## src/rtl/clk_en_pkg.sv

```systemverilog
// Shared definitions for the clock-enable generator: FSM state encoding,
// mode constants and default parameter values.
package clk_en_pkg;

    localparam int DEF_WIDTH = 25;
    localparam int DEF_DIV   = 32;
    localparam int DEF_CNT_W = 16;

    typedef logic [1:0] state_t;

    localparam state_t ST_IDLE = 2'd0;
    localparam state_t ST_RUN  = 2'd1;
    localparam state_t ST_DONE = 2'd2;

    localparam logic MODE_PERIODIC = 1'b0;
    localparam logic MODE_ONESHOT  = 1'b1;

endpackage

```

## src/rtl/clk_en_gen_cnt.sv

```systemverilog
// Period counter for clk_en_gen: counts 0..limit and flags the wrap edge.
// limit is the terminal count (period minus one).
module clk_en_cnt
    import clk_en_pkg::*;
#(
    parameter int WIDTH = DEF_WIDTH
) (
    input  logic             clock,
    input  logic             reset,
    input  logic             clear,
    input  logic             enable,
    input  logic [WIDTH-1:0] limit,
    output logic             wrap
);

    localparam logic [WIDTH-1:0] ONE = {{(WIDTH-1){1'b0}}, 1'b1};

    logic [WIDTH-1:0] cnt_q;
    logic [WIDTH-1:0] cnt_d;

    assign wrap = enable && (cnt_q == limit);

    always_comb begin
        cnt_d = cnt_q;
        if (clear) begin
            cnt_d = '0;
        end else if (enable) begin
            cnt_d = wrap ? '0 : cnt_q + ONE;
        end
    end

    always_ff @(posedge clock) begin
        if (!reset) begin
            cnt_q <= '0;
        end else begin
            cnt_q <= cnt_d;
        end
    end

endmodule

```

## src/rtl/clk_en_gen.sv

```systemverilog
// Programmable clock-enable generator (periodic / one-shot) with shadowed divisor.
// Optional square-wave output sq_out when CLK_EN_GEN_SQUARE_EN is defined.
module clk_en_gen
    import clk_en_pkg::*;
#(
    parameter int WIDTH       = DEF_WIDTH,
    parameter int DEFAULT_DIV = DEF_DIV,
    parameter int CNT_W       = DEF_CNT_W
) (
    input  logic             clock,
    input  logic             reset,
    input  logic             run,
    input  logic             mode,
    input  logic             div_load,
    input  logic [WIDTH-1:0] div_value,
    output logic             clock_en,
    output logic             busy,
    output logic             done,
    output logic             div_pending,
    output logic [CNT_W-1:0] tick_count
`ifdef CLK_EN_GEN_SQUARE_EN
    ,
    output logic             sq_out
`endif
);

    localparam logic [WIDTH-1:0] DIV_RST  = DEFAULT_DIV[WIDTH-1:0];
    localparam logic [WIDTH-1:0] DIV_ONE  = {{(WIDTH-1){1'b0}}, 1'b1};
    localparam logic [CNT_W-1:0] TICK_ONE = {{(CNT_W-1){1'b0}}, 1'b1};

    state_t           state_q, state_d;
    logic             mode_q, mode_d;
    logic [WIDTH-1:0] div_active_q, div_active_d;
    logic [WIDTH-1:0] shadow_q, shadow_d;
    logic             pending_q, pending_d;
    logic             clk_en_q, clk_en_d;
    logic [CNT_W-1:0] tick_q, tick_d;

    logic             run_cnt;
    logic             wrap;
    logic [WIDTH-1:0] limit;

    // A divisor of 0 behaves as 1, so both map to terminal count 0.
    assign limit   = (div_active_q == '0) ? '0 : div_active_q - DIV_ONE;
    assign run_cnt = (state_q == ST_RUN) && run;

    clk_en_cnt #(
        .WIDTH (WIDTH)
    ) u_cnt (
        .clock  (clock),
        .reset  (reset),
        .clear  (!run_cnt),
        .enable (run_cnt),
        .limit  (limit),
        .wrap   (wrap)
    );

    always_comb begin
        state_d      = state_q;
        mode_d       = mode_q;
        div_active_d = div_active_q;
        shadow_d     = shadow_q;
        pending_d    = pending_q;
        clk_en_d     = wrap;
        tick_d       = wrap ? tick_q + TICK_ONE : tick_q;

        case (state_q)
            ST_IDLE: begin
                if (div_load) begin
                    div_active_d = div_value;
                    pending_d    = 1'b0;
                end
                if (run) begin
                    state_d = ST_RUN;
                    mode_d  = mode;
                end
            end
            ST_RUN: begin
                if (div_load) begin
                    shadow_d  = div_value;
                    pending_d = 1'b1;
                end
                // Leaving RUN commits any outstanding divisor so it is not lost.
                if (!run || wrap) begin
                    if (div_load) begin
                        div_active_d = div_value;
                    end else if (pending_q) begin
                        div_active_d = shadow_q;
                    end
                    pending_d = 1'b0;
                end
                if (!run) begin
                    state_d = ST_IDLE;
                end else if (wrap && (mode_q == MODE_ONESHOT)) begin
                    state_d = ST_DONE;
                end
            end
            ST_DONE: begin
                if (div_load) begin
                    div_active_d = div_value;
                    pending_d    = 1'b0;
                end
                if (!run) begin
                    state_d = ST_IDLE;
                end
            end
            default: state_d = ST_IDLE;
        endcase
    end

    always_ff @(posedge clock) begin
        if (!reset) begin
            state_q      <= ST_IDLE;
            mode_q       <= MODE_PERIODIC;
            div_active_q <= DIV_RST;
            shadow_q     <= '0;
            pending_q    <= 1'b0;
            clk_en_q     <= 1'b0;
            tick_q       <= '0;
        end else begin
            state_q      <= state_d;
            mode_q       <= mode_d;
            div_active_q <= div_active_d;
            shadow_q     <= shadow_d;
            pending_q    <= pending_d;
            clk_en_q     <= clk_en_d;
            tick_q       <= tick_d;
        end
    end

`ifdef CLK_EN_GEN_SQUARE_EN
    logic sq_q, sq_d;

    always_comb begin
        sq_d = sq_q;
        if (wrap) begin
            sq_d = ~sq_q;
        end
        if (state_d == ST_IDLE) begin
            sq_d = 1'b0;
        end
    end

    always_ff @(posedge clock) begin
        if (!reset) begin
            sq_q <= 1'b0;
        end else begin
            sq_q <= sq_d;
        end
    end

    assign sq_out = sq_q;
`endif

    assign clock_en    = clk_en_q;
    assign busy        = (state_q == ST_RUN);
    assign done        = (state_q == ST_DONE);
    assign div_pending = pending_q;
    assign tick_count  = tick_q;

endmodule

```

## config.mk

```make
export PLATFORM = sky130hd
export DESIGN_NAME = clk_en_gen
export DESIGN_NICKNAME = d
export VERILOG_FILES = /design/src/rtl/clk_en_pkg.sv /design/src/rtl/clk_en_gen_cnt.sv /design/src/rtl/clk_en_gen.sv
export SDC_FILE = /design/constraint.sdc
export NUM_CORES = 1
export LEC_CHECK = 0
export CORE_ASPECT_RATIO = 1.4
export CORE_MARGIN = 1.5
export CORE_UTILIZATION = 30
export CTS_CLUSTER_SIZE = 30
export DETAILED_ROUTE_END_ITERATION = 8
export SLEW_MARGIN = 20
export SYNTH_ARGS = -nofsm -noshare
export SYNTH_HDL_FRONTEND = slang
export SYNTH_SLANG_ARGS = --single-unit
```

## constraint.sdc

```tcl
create_clock -name clock -period 4.1 [get_ports clock]
set_input_delay 0.615 -clock clock [delete_from_list [all_inputs] [get_ports clock]]
set_output_delay 0.615 -clock clock [all_outputs]
set_load 0.005 [all_outputs]
```

==> metrics.txt, run 1 <==
Static Leakage=2.33 nW; share of final-layout standard cells stronger than drive strength 1=10.5%; Synth warnings=0; PwrDens=328 nW/um^2; number of unique standard cell types used by synthesis=67; total negative slack=0 ns; final hold violation count=0; full die area=19,300 sq um; maximum number of pins on one net before global-route repair=34; total vias in the final route=4,968; required time worst endpoint=4.32 ns; unrepaired setup endpoints after global routing=false; Floorplan Core Area=18,100 sq um; Seq/Total Area, Yosys=34.6%; critical path type=flop to flop; Overall Power=2.16 mW; Util after Layout=36.5%; site row count=58; wire length of the first global-routing pass=24,600 um; Mean Syn Cell Area=8.01 sq um; 1st-pass router iterations=5; worst-skew pair later-pin latency=0.35 ns; Max FO, Critical Path=32; remaining global-route overflow=0; total number of clock tree sinks=96; Worst Max-Slew Pin Slew=1.00 ns; CTS root buffer=sky130_fd_sc_hd__clkbuf_16; Pins Over Slew Limit=0; upper clock frequency limit=262 MHz; die outline width=118 um; Synth-to-Final Area Change=18.8%; proportion of synthesized flip-flops having asynchronous set or reset=0%; startpoint types=flop; Final setup violation count=0; final estimated routing congestion in global placement=0.897; input/output buffers=49; Die H=164 um; remaining antenna violation count after routing=0; total nets after synthesis=726; Arr. time, crit path=4.04 ns; Most used DFF post-synth=sky130_fd_sc_hd__dfxtp_1; DRC marker count from the first detailed-route iteration=349; total clock buffers created by CTS=9; clock input transition at the sequential cells of the worst setup and hold paths=0.07 ns; number of vias per cell after detailed routing=5.10; clk_skew=0.00926 ns; outcome=complete, no violations; post-route worst setup slack=0.279 ns; top cells by area, synth=sky130_fd_sc_hd__dfxtp_1 35%, sky130_fd_sc_hd__nand2_1 9.0%, sky130_fd_sc_hd__mux2_2 5.5%, sky130_fd_sc_hd__mux2i_1 5.2%, sky130_fd_sc_hd__nor2_1 3.9%; area share of the leading cell type in the synthesized netlist=34.6%; placed wire-length estimate=11,200 um; Post-Route WL=15,000 um; post-route fraction of the period consumed by the critical path=93.2%; clock tree from TritonCTS=done; summed instance area of the synthesized netlist=5550 sq um; number of flip-flops and latches in the synthesized netlist=96; Setup crit end kind=flop; number of antenna violations at the first check in global routing=0; synthesized instance count=693; pre-CTS WS=0.268 ns; most used cells in the layout excluding fill and tap cells=133 x sky130_fd_sc_hd__nand2_1, 96 x sky130_fd_sc_hd__dfxtp_1, 58 x sky130_fd_sc_hd__nor2_1; Starting Density=30.7%; number of buffers between clock root and the deepest sink=2; IR drop worst, VDD=0.000166 V; boundary pin count=50; Total Nets Final=762; class of the worst hold path=flop to flop; smallest hold slack=0.453 ns; deepest level of the CTS H-tree=3; DRC violation count after routing=0; shortest period the worst path allows=3.82 ns; via count of the first global-routing pass=4,786; final antenna diode count=0; slew margin rel.=33.0%; max-capacitance violation count=0; global router's overall resource usage=15.9%; number of enable flip-flop cells after synthesis=0; wire per inst=15.4 um; most common library cell in the layout ignoring fill and taps=sky130_fd_sc_hd__nand2_1; cell taking the most area after synthesis=sky130_fd_sc_hd__dfxtp_1
## registers in the layout, indices dropped and copies added (netlist names)
register / cells
div_active_q: 25
shadow_q: 25
u_cnt.cnt_q: 25
tick_count: 16
state_q: 2
clock_en: 1
div_pending: 1
mode_q: 1
## logic make-up (layout without fill, tap and decap cells)
kind of cell | Yosys count | in the layout | share of synthesized area [%]
and+or+nand+nor | 330 | 330 | 29.7
DFF | 96 | 96 | 34.6
xor gates and xnor gates | 45 | 45 | 7.10
buffers and inverters | 58 | 99 | 4.62
muxes | 57 | 57 | 10.9
AOI/OAI and AO/OA | 104 | 104 | 12.4
adders and majority gates | 3 | 3 | 0.677
## per-stage QoR
step | instances | instance area, sq um
after floorplan | 693 | 5550
after global placement | 956 | 6280
after detailed placement | 956 | 6280
after CTS | 972 | 6570
after global routing | 974 | 6590
final | 974 | 6590
## layout make-up
| type | instances | area, sq um |
|---|---|---|
| inverters | 13 | 48.8 |
| multi-input cells | 539 | 3380 |
| fillers | 1905 | 11500 |
| clock inverters | 7 | 62.6 |
| flip-flops and latches | 96 | 1920 |
| repair buffers | 70 | 656 |
| well taps | 240 | 300 |
| clock buffers | 9 | 225 |
## worst max-delay path: stages (launching register included)
cell and delay [ns]:
sky130_fd_sc_hd__dfxtp_1 0.35, sky130_fd_sc_hd__inv_1 0.07, sky130_fd_sc_hd__ha_1 0.15, sky130_fd_sc_hd__nor2b_1 0.27
sky130_fd_sc_hd__and4_1 0.40, sky130_fd_sc_hd__xnor2_1 0.13, sky130_fd_sc_hd__a222oi_1 0.34, sky130_fd_sc_hd__nor4b_1 0.46
sky130_fd_sc_hd__nand4b_1 0.15, sky130_fd_sc_hd__or4_1 0.58, sky130_fd_sc_hd__buf_4 0.27, sky130_fd_sc_hd__o311ai_0 0.39
sky130_fd_sc_hd__o41ai_1 0.13
## what timing repair did
| action | in CTS | in global routing |
|---|---|---|
| resized for setup | 0 | 1 |
| hold buffers | 0 | 0 |
| endpoints found under the setup margin | 0 | 4 |
| setup buffers | 0 | 2 |
## power by group
part / total (mW) / internal, mW / switching, mW / leakage, nW
Sequential: 0.996 / 0.959 / 0.0371 / 0.780
Clock: 0.833 / 0.426 / 0.407 / 0.138
Combinational: 0.332 / 0.153 / 0.178 / 1.41
Total: 2.16 / 1.54 / 0.623 / 2.33
## cell usage after synthesis, types with 4 or more instances
library cell	n
sky130_fd_sc_hd__inv_1	12
sky130_fd_sc_hd__a21oi_1	43
sky130_fd_sc_hd__nand3_1	20
sky130_fd_sc_hd__xnor2_1	23
sky130_fd_sc_hd__buf_2	6
sky130_fd_sc_hd__nand2_1	133
sky130_fd_sc_hd__nor2b_1	6
sky130_fd_sc_hd__or4_1	8
sky130_fd_sc_hd__nand2b_1	15
sky130_fd_sc_hd__and4_1	6
sky130_fd_sc_hd__nand4_1	12
sky130_fd_sc_hd__or3_1	11
sky130_fd_sc_hd__xor2_1	22
sky130_fd_sc_hd__nor3_1	14
sky130_fd_sc_hd__mux2_2	27
sky130_fd_sc_hd__nor4_1	13
sky130_fd_sc_hd__o21ai_0	12
sky130_fd_sc_hd__nor2_1	58
sky130_fd_sc_hd__o311ai_0	8
sky130_fd_sc_hd__clkbuf_1	32
sky130_fd_sc_hd__o41ai_1	8
sky130_fd_sc_hd__dfxtp_1	96
sky130_fd_sc_hd__and2_1	4
sky130_fd_sc_hd__mux2i_1	29
sky130_fd_sc_hd__and3_1	10
## final timing paths
kind / startpoint / end / slack, ns / cells after the start
worst max register to register: div_active_q[1] / tick_count[6] / 0.28 / 12
worst max-delay path: div_active_q[1] / tick_count[6] / 0.28 / 12
worst min register to register: shadow_q[18] / shadow_q[18] / 0.45 / 2
worst min-delay path: shadow_q[18] / shadow_q[18] / 0.45 / 2
## layer usage
metal  share of wire (%)  up-vias  wire length [um]  track usage [%]
met2                  50      112              7490             28.5
met4                 4.4        0               663             8.87
met3                 3.4       32               514             2.26
met5                   0        -                 0                0
li1                    -     2511                 -                -
met1                  42     2313              6360             18.1
Power figures use the tool's default switching activity.
==> run 2: changes to the inputs <==
--- a/config.mk
+++ b/config.mk
@@ -5,6 +5,7 @@
 export SDC_FILE = /design/constraint.sdc
 export NUM_CORES = 1
 export LEC_CHECK = 0
+export ABC_AREA = 1
 export CORE_ASPECT_RATIO = 1.4
 export CORE_MARGIN = 1.5
 export CORE_UTILIZATION = 30
==> metrics.txt, run 2 <==
DRC marker count from the first detailed-route iteration=321 (was 349); share of final-layout standard cells stronger than drive strength 1=4.99% (was 10.5%); die outline width=122 um (was 118 um); number of vias per cell after detailed routing=4.79 (was 5.10); Arr. time, crit path=3.51 ns (was 4.04 ns); global router's overall resource usage=16.9% (was 15.9%); Util after Layout=36.0% (was 36.5%); number of unique standard cell types used by synthesis=34 (was 67); area share of the leading cell type in the synthesized netlist=32.1% (was 34.6%); maximum number of pins on one net before global-route repair=61 (was 34); Die H=170 um (was 164 um); DRC violation count after routing=0 (unchanged); Most used DFF post-synth=sky130_fd_sc_hd__dfxtp_1 (unchanged); PwrDens=338 nW/um^2 (was 328 nW/um^2); startpoint types=flop (unchanged); worst-skew pair later-pin latency=0.36 ns (was 0.35 ns); class of the worst hold path=flop to flop (unchanged); number of antenna violations at the first check in global routing=0 (unchanged); full die area=20,800 sq um (was 19,300 sq um); number of cells traversed by the worst register-to-register path=18 (was 12); first element of the critical path=div_active_q[0] (was div_active_q[1]); required time worst endpoint=4.36 ns (was 4.32 ns); proportion of synthesized flip-flops having asynchronous set or reset=0% (unchanged); total negative slack=0 ns (unchanged); deepest level of the CTS H-tree=3 (unchanged); Pins Over Slew Limit=0 (unchanged); Total Nets Final=1,051 (was 762); number of enable flip-flop cells after synthesis=0 (unchanged); boundary pin count=50 (unchanged); final antenna diode count=0 (unchanged); upper clock frequency limit=308 MHz (was 262 MHz); Final setup violation count=0 (unchanged); summed instance area of the synthesized netlist=5980 sq um (was 5550 sq um); outcome=complete, no violations (unchanged); Setup crit end kind=flop (unchanged); number of flip-flops and latches in the synthesized netlist=96 (unchanged); ranking of synthesized cells by instance count=263 x sky130_fd_sc_hd__nand2_1, 173 x sky130_fd_sc_hd__nor2_1, 115 x sky130_fd_sc_hd__inv_1, 96 x sky130_fd_sc_hd__dfxtp_1, 76 x sky130_fd_sc_hd__nand3_1 (was 133 x sky130_fd_sc_hd__nand2_1, 96 x sky130_fd_sc_hd__dfxtp_1, 58 x sky130_fd_sc_hd__nor2_1, 43 x sky130_fd_sc_hd__a21oi_1, 32 x sky130_fd_sc_hd__clkbuf_1); top flop regs=div_active_q x25, shadow_q x25, u_cnt.cnt_q x25 (unchanged); hold depth=2 (unchanged); max-capacitance violation count=0 (unchanged); total number of clock tree sinks=96 (unchanged); Mean Syn Cell Area=6.09 sq um (was 8.01 sq um); clock tree from TritonCTS=done (unchanged); Worst Max-Slew Pin Slew=0.590 ns (was 1.00 ns); Floorplan Core Area=19,400 sq um (was 18,100 sq um); clk_skew=0.0122 ns (was 0.00926 ns); site row count=60 (was 58); endpoint of the lowest-slack register-to-register path=u_cnt.cnt_q[24] (was tick_count[6]); critical path type=flop to flop (unchanged); clock input transition at the sequential cells of the worst setup and hold paths=0.08 ns (was 0.07 ns); slew margin rel.=60.7% (was 33.0%); total vias in the final route=6,087 (was 4,968); post-cts hold buffer count=0 (unchanged); Static Leakage=3.02 nW (was 2.33 nW); cell taking the most area after synthesis=sky130_fd_sc_hd__dfxtp_1 (unchanged); reg-to-reg setup timing slack=0.85 ns (was 0.28 ns); number of gates given a new drive strength after cts=0 (unchanged); number of buffers between clock root and the deepest sink=2 (unchanged); sink of the worst hold path=shadow_q[12] (was shadow_q[18]); Reg-to-Reg Start=div_active_q[0] (was div_active_q[1]); instance area after placement=6660 sq um (was 6280 sq um); CTS root buffer=sky130_fd_sc_hd__clkbuf_16 (unchanged); Synth warnings=0 (unchanged); source of the worst hold timing path=shadow_q[12] (was shadow_q[18]); remaining antenna violation count after routing=0 (unchanged); final estimated routing congestion in global placement=0.991 (was 0.897); total nets after synthesis=1,015 (was 726); via count of the first global-routing pass=5,598 (was 4,786); Synth-to-Final Area Change=16.5% (was 18.8%); Max FO, Critical Path=28 (was 32); Post-CTS Setup Bufs=0 (unchanged); most used cells in the layout excluding fill and tap cells=263 x sky130_fd_sc_hd__nand2_1, 173 x sky130_fd_sc_hd__nor2_1, 115 x sky130_fd_sc_hd__inv_1 (was 133 x sky130_fd_sc_hd__nand2_1, 96 x sky130_fd_sc_hd__dfxtp_1, 58 x sky130_fd_sc_hd__nor2_1); Seq/Total Area, Yosys=32.1% (was 34.6%); design area=6970 sq um (was 6590 sq um); input/output buffers=49 (unchanged); 1st-pass router iterations=5 (unchanged); wire per inst=13.2 um (was 15.4 um); post-route fraction of the period consumed by the critical path=79.3% (was 93.2%); remaining global-route overflow=0 (unchanged); top cells by area, synth=sky130_fd_sc_hd__dfxtp_1 32%, sky130_fd_sc_hd__nand2_1 16%, sky130_fd_sc_hd__nor2_1 11%, sky130_fd_sc_hd__inv_1 7.2%, sky130_fd_sc_hd__nand3_1 6.4% (was sky130_fd_sc_hd__dfxtp_1 35%, sky130_fd_sc_hd__nand2_1 9.0%, sky130_fd_sc_hd__mux2_2 5.5%, sky130_fd_sc_hd__mux2i_1 5.2%, sky130_fd_sc_hd__nor2_1 3.9%); Post-Route WL=16,800 um (was 15,000 um); total clock buffers created by CTS=9 (unchanged); dominant cell by count in the synthesized netlist=sky130_fd_sc_hd__nand2_1 (unchanged); final hold violation count=0 (unchanged); most common library cell in the layout ignoring fill and taps=sky130_fd_sc_hd__nand2_1 (unchanged); unrepaired setup endpoints after global routing=false (unchanged); IR drop worst, VDD=0.000192 V (was 0.000166 V); synthesized instance count=982 (was 693); placed wire-length estimate=13,000 um (was 11,200 um); shortest period the worst path allows=3.25 ns (was 3.82 ns); wire length of the first global-routing pass=27,900 um (was 24,600 um); Starting Density=30.9% (was 30.7%)
==> run 2: worst max path at each step <==
stage / end / cells after the start
2_1_floorplan: div_active_q[11] / 19
4_1_cts: u_cnt.cnt_q[23] / 18
3_5_place_dp: u_cnt.cnt_q[17] / 18
5_1_grt: u_cnt.cnt_q[19] / 18
6_report: u_cnt.cnt_q[24] / 18
3_3_place_gp: u_cnt.cnt_q[24] / 18
==> run 2: final cells by class <==
cell class | instances | area (sq um)
clock buffer | 9 | 225
sequential | 96 | 1920
fill | 2143 | 12400
clock inverter | 7 | 83.8
timing repair buffer | 55 | 531
tap | 248 | 310
multi-input combinational | 738 | 3460
inverter | 118 | 443
==> run 2: logic make-up after synthesis <==
kind of cell	Yosys count	synth area share (%)
AOI/OAI and AO/OA	119	10.2
muxes	3	0.502
and+or+nand+nor	591	43.2
adders and majority gates	3	0.627
buffers and inverters	148	10.1
xor gates and xnor gates	22	3.22
DFF	96	32.1
==> run 2: layer usage <==
| metal | wire length (um) | global-route usage [%] | part of all wire, % | up-vias |
|---|---|---|---|---|
| li1 | - | - | - | 3204 |
| met1 | 7290 | 20.3 | 43 | 2706 |
| met2 | 8200 | 29.1 | 49 | 141 |
| met3 | 513 | 2.31 | 3.1 | 36 |
| met4 | 756 | 8.24 | 4.5 | 0 |
| met5 | 0 | 0 | 0 | - |
==> run 2: where the power goes <==
group / internal [mW] / switching, mW / leakage, nW
clock: 0.486 / 0.408 / 0.149
combinational: 0.163 / 0.302 / 2.09
sequential: 0.967 / 0.0333 / 0.782
total: 1.61 / 0.744 / 3.02
==> run 2: critical path: stages (launching register included) <==
cell and delay (ns):
sky130_fd_sc_hd__dfxtp_1 0.34, sky130_fd_sc_hd__inv_1 0.11, sky130_fd_sc_hd__ha_1 0.29, sky130_fd_sc_hd__nand2_4 0.13, sky130_fd_sc_hd__nor2_8 0.20, sky130_fd_sc_hd__nand2_4 0.08
sky130_fd_sc_hd__inv_2 0.06, sky130_fd_sc_hd__nand2_4 0.18, sky130_fd_sc_hd__nand2_1 0.11, sky130_fd_sc_hd__nand2_1 0.06, sky130_fd_sc_hd__nand2_1 0.15, sky130_fd_sc_hd__nor2_1 0.06
sky130_fd_sc_hd__nand2_1 0.06, sky130_fd_sc_hd__nor2_1 0.06, sky130_fd_sc_hd__nand2_1 0.09, sky130_fd_sc_hd__nor2_1 0.06, sky130_fd_sc_hd__nand2_1 0.25, sky130_fd_sc_hd__nand3_2 0.49
sky130_fd_sc_hd__nor3b_1 0.34
==> run 2: per-stage QoR <==
| step | setup slack [ns] | power [mW] | hold slack [ns] | std cells |
|---|---|---|---|---|
| final | 0.849 | 2.36 | 0.448 | 1271 |
| after global routing | 0.553 | 2.49 | 0.467 | 1271 |
| after CTS | 0.829 | 2.38 | 0.453 | 1271 |
| after detailed placement | 0.862 | 1.48 | 0.442 | 1255 |
| after global placement | 0.933 | 1.48 | 0.434 | 1255 |
| after floorplan | 1.58 | 1.35 | 0.425 | 982 |
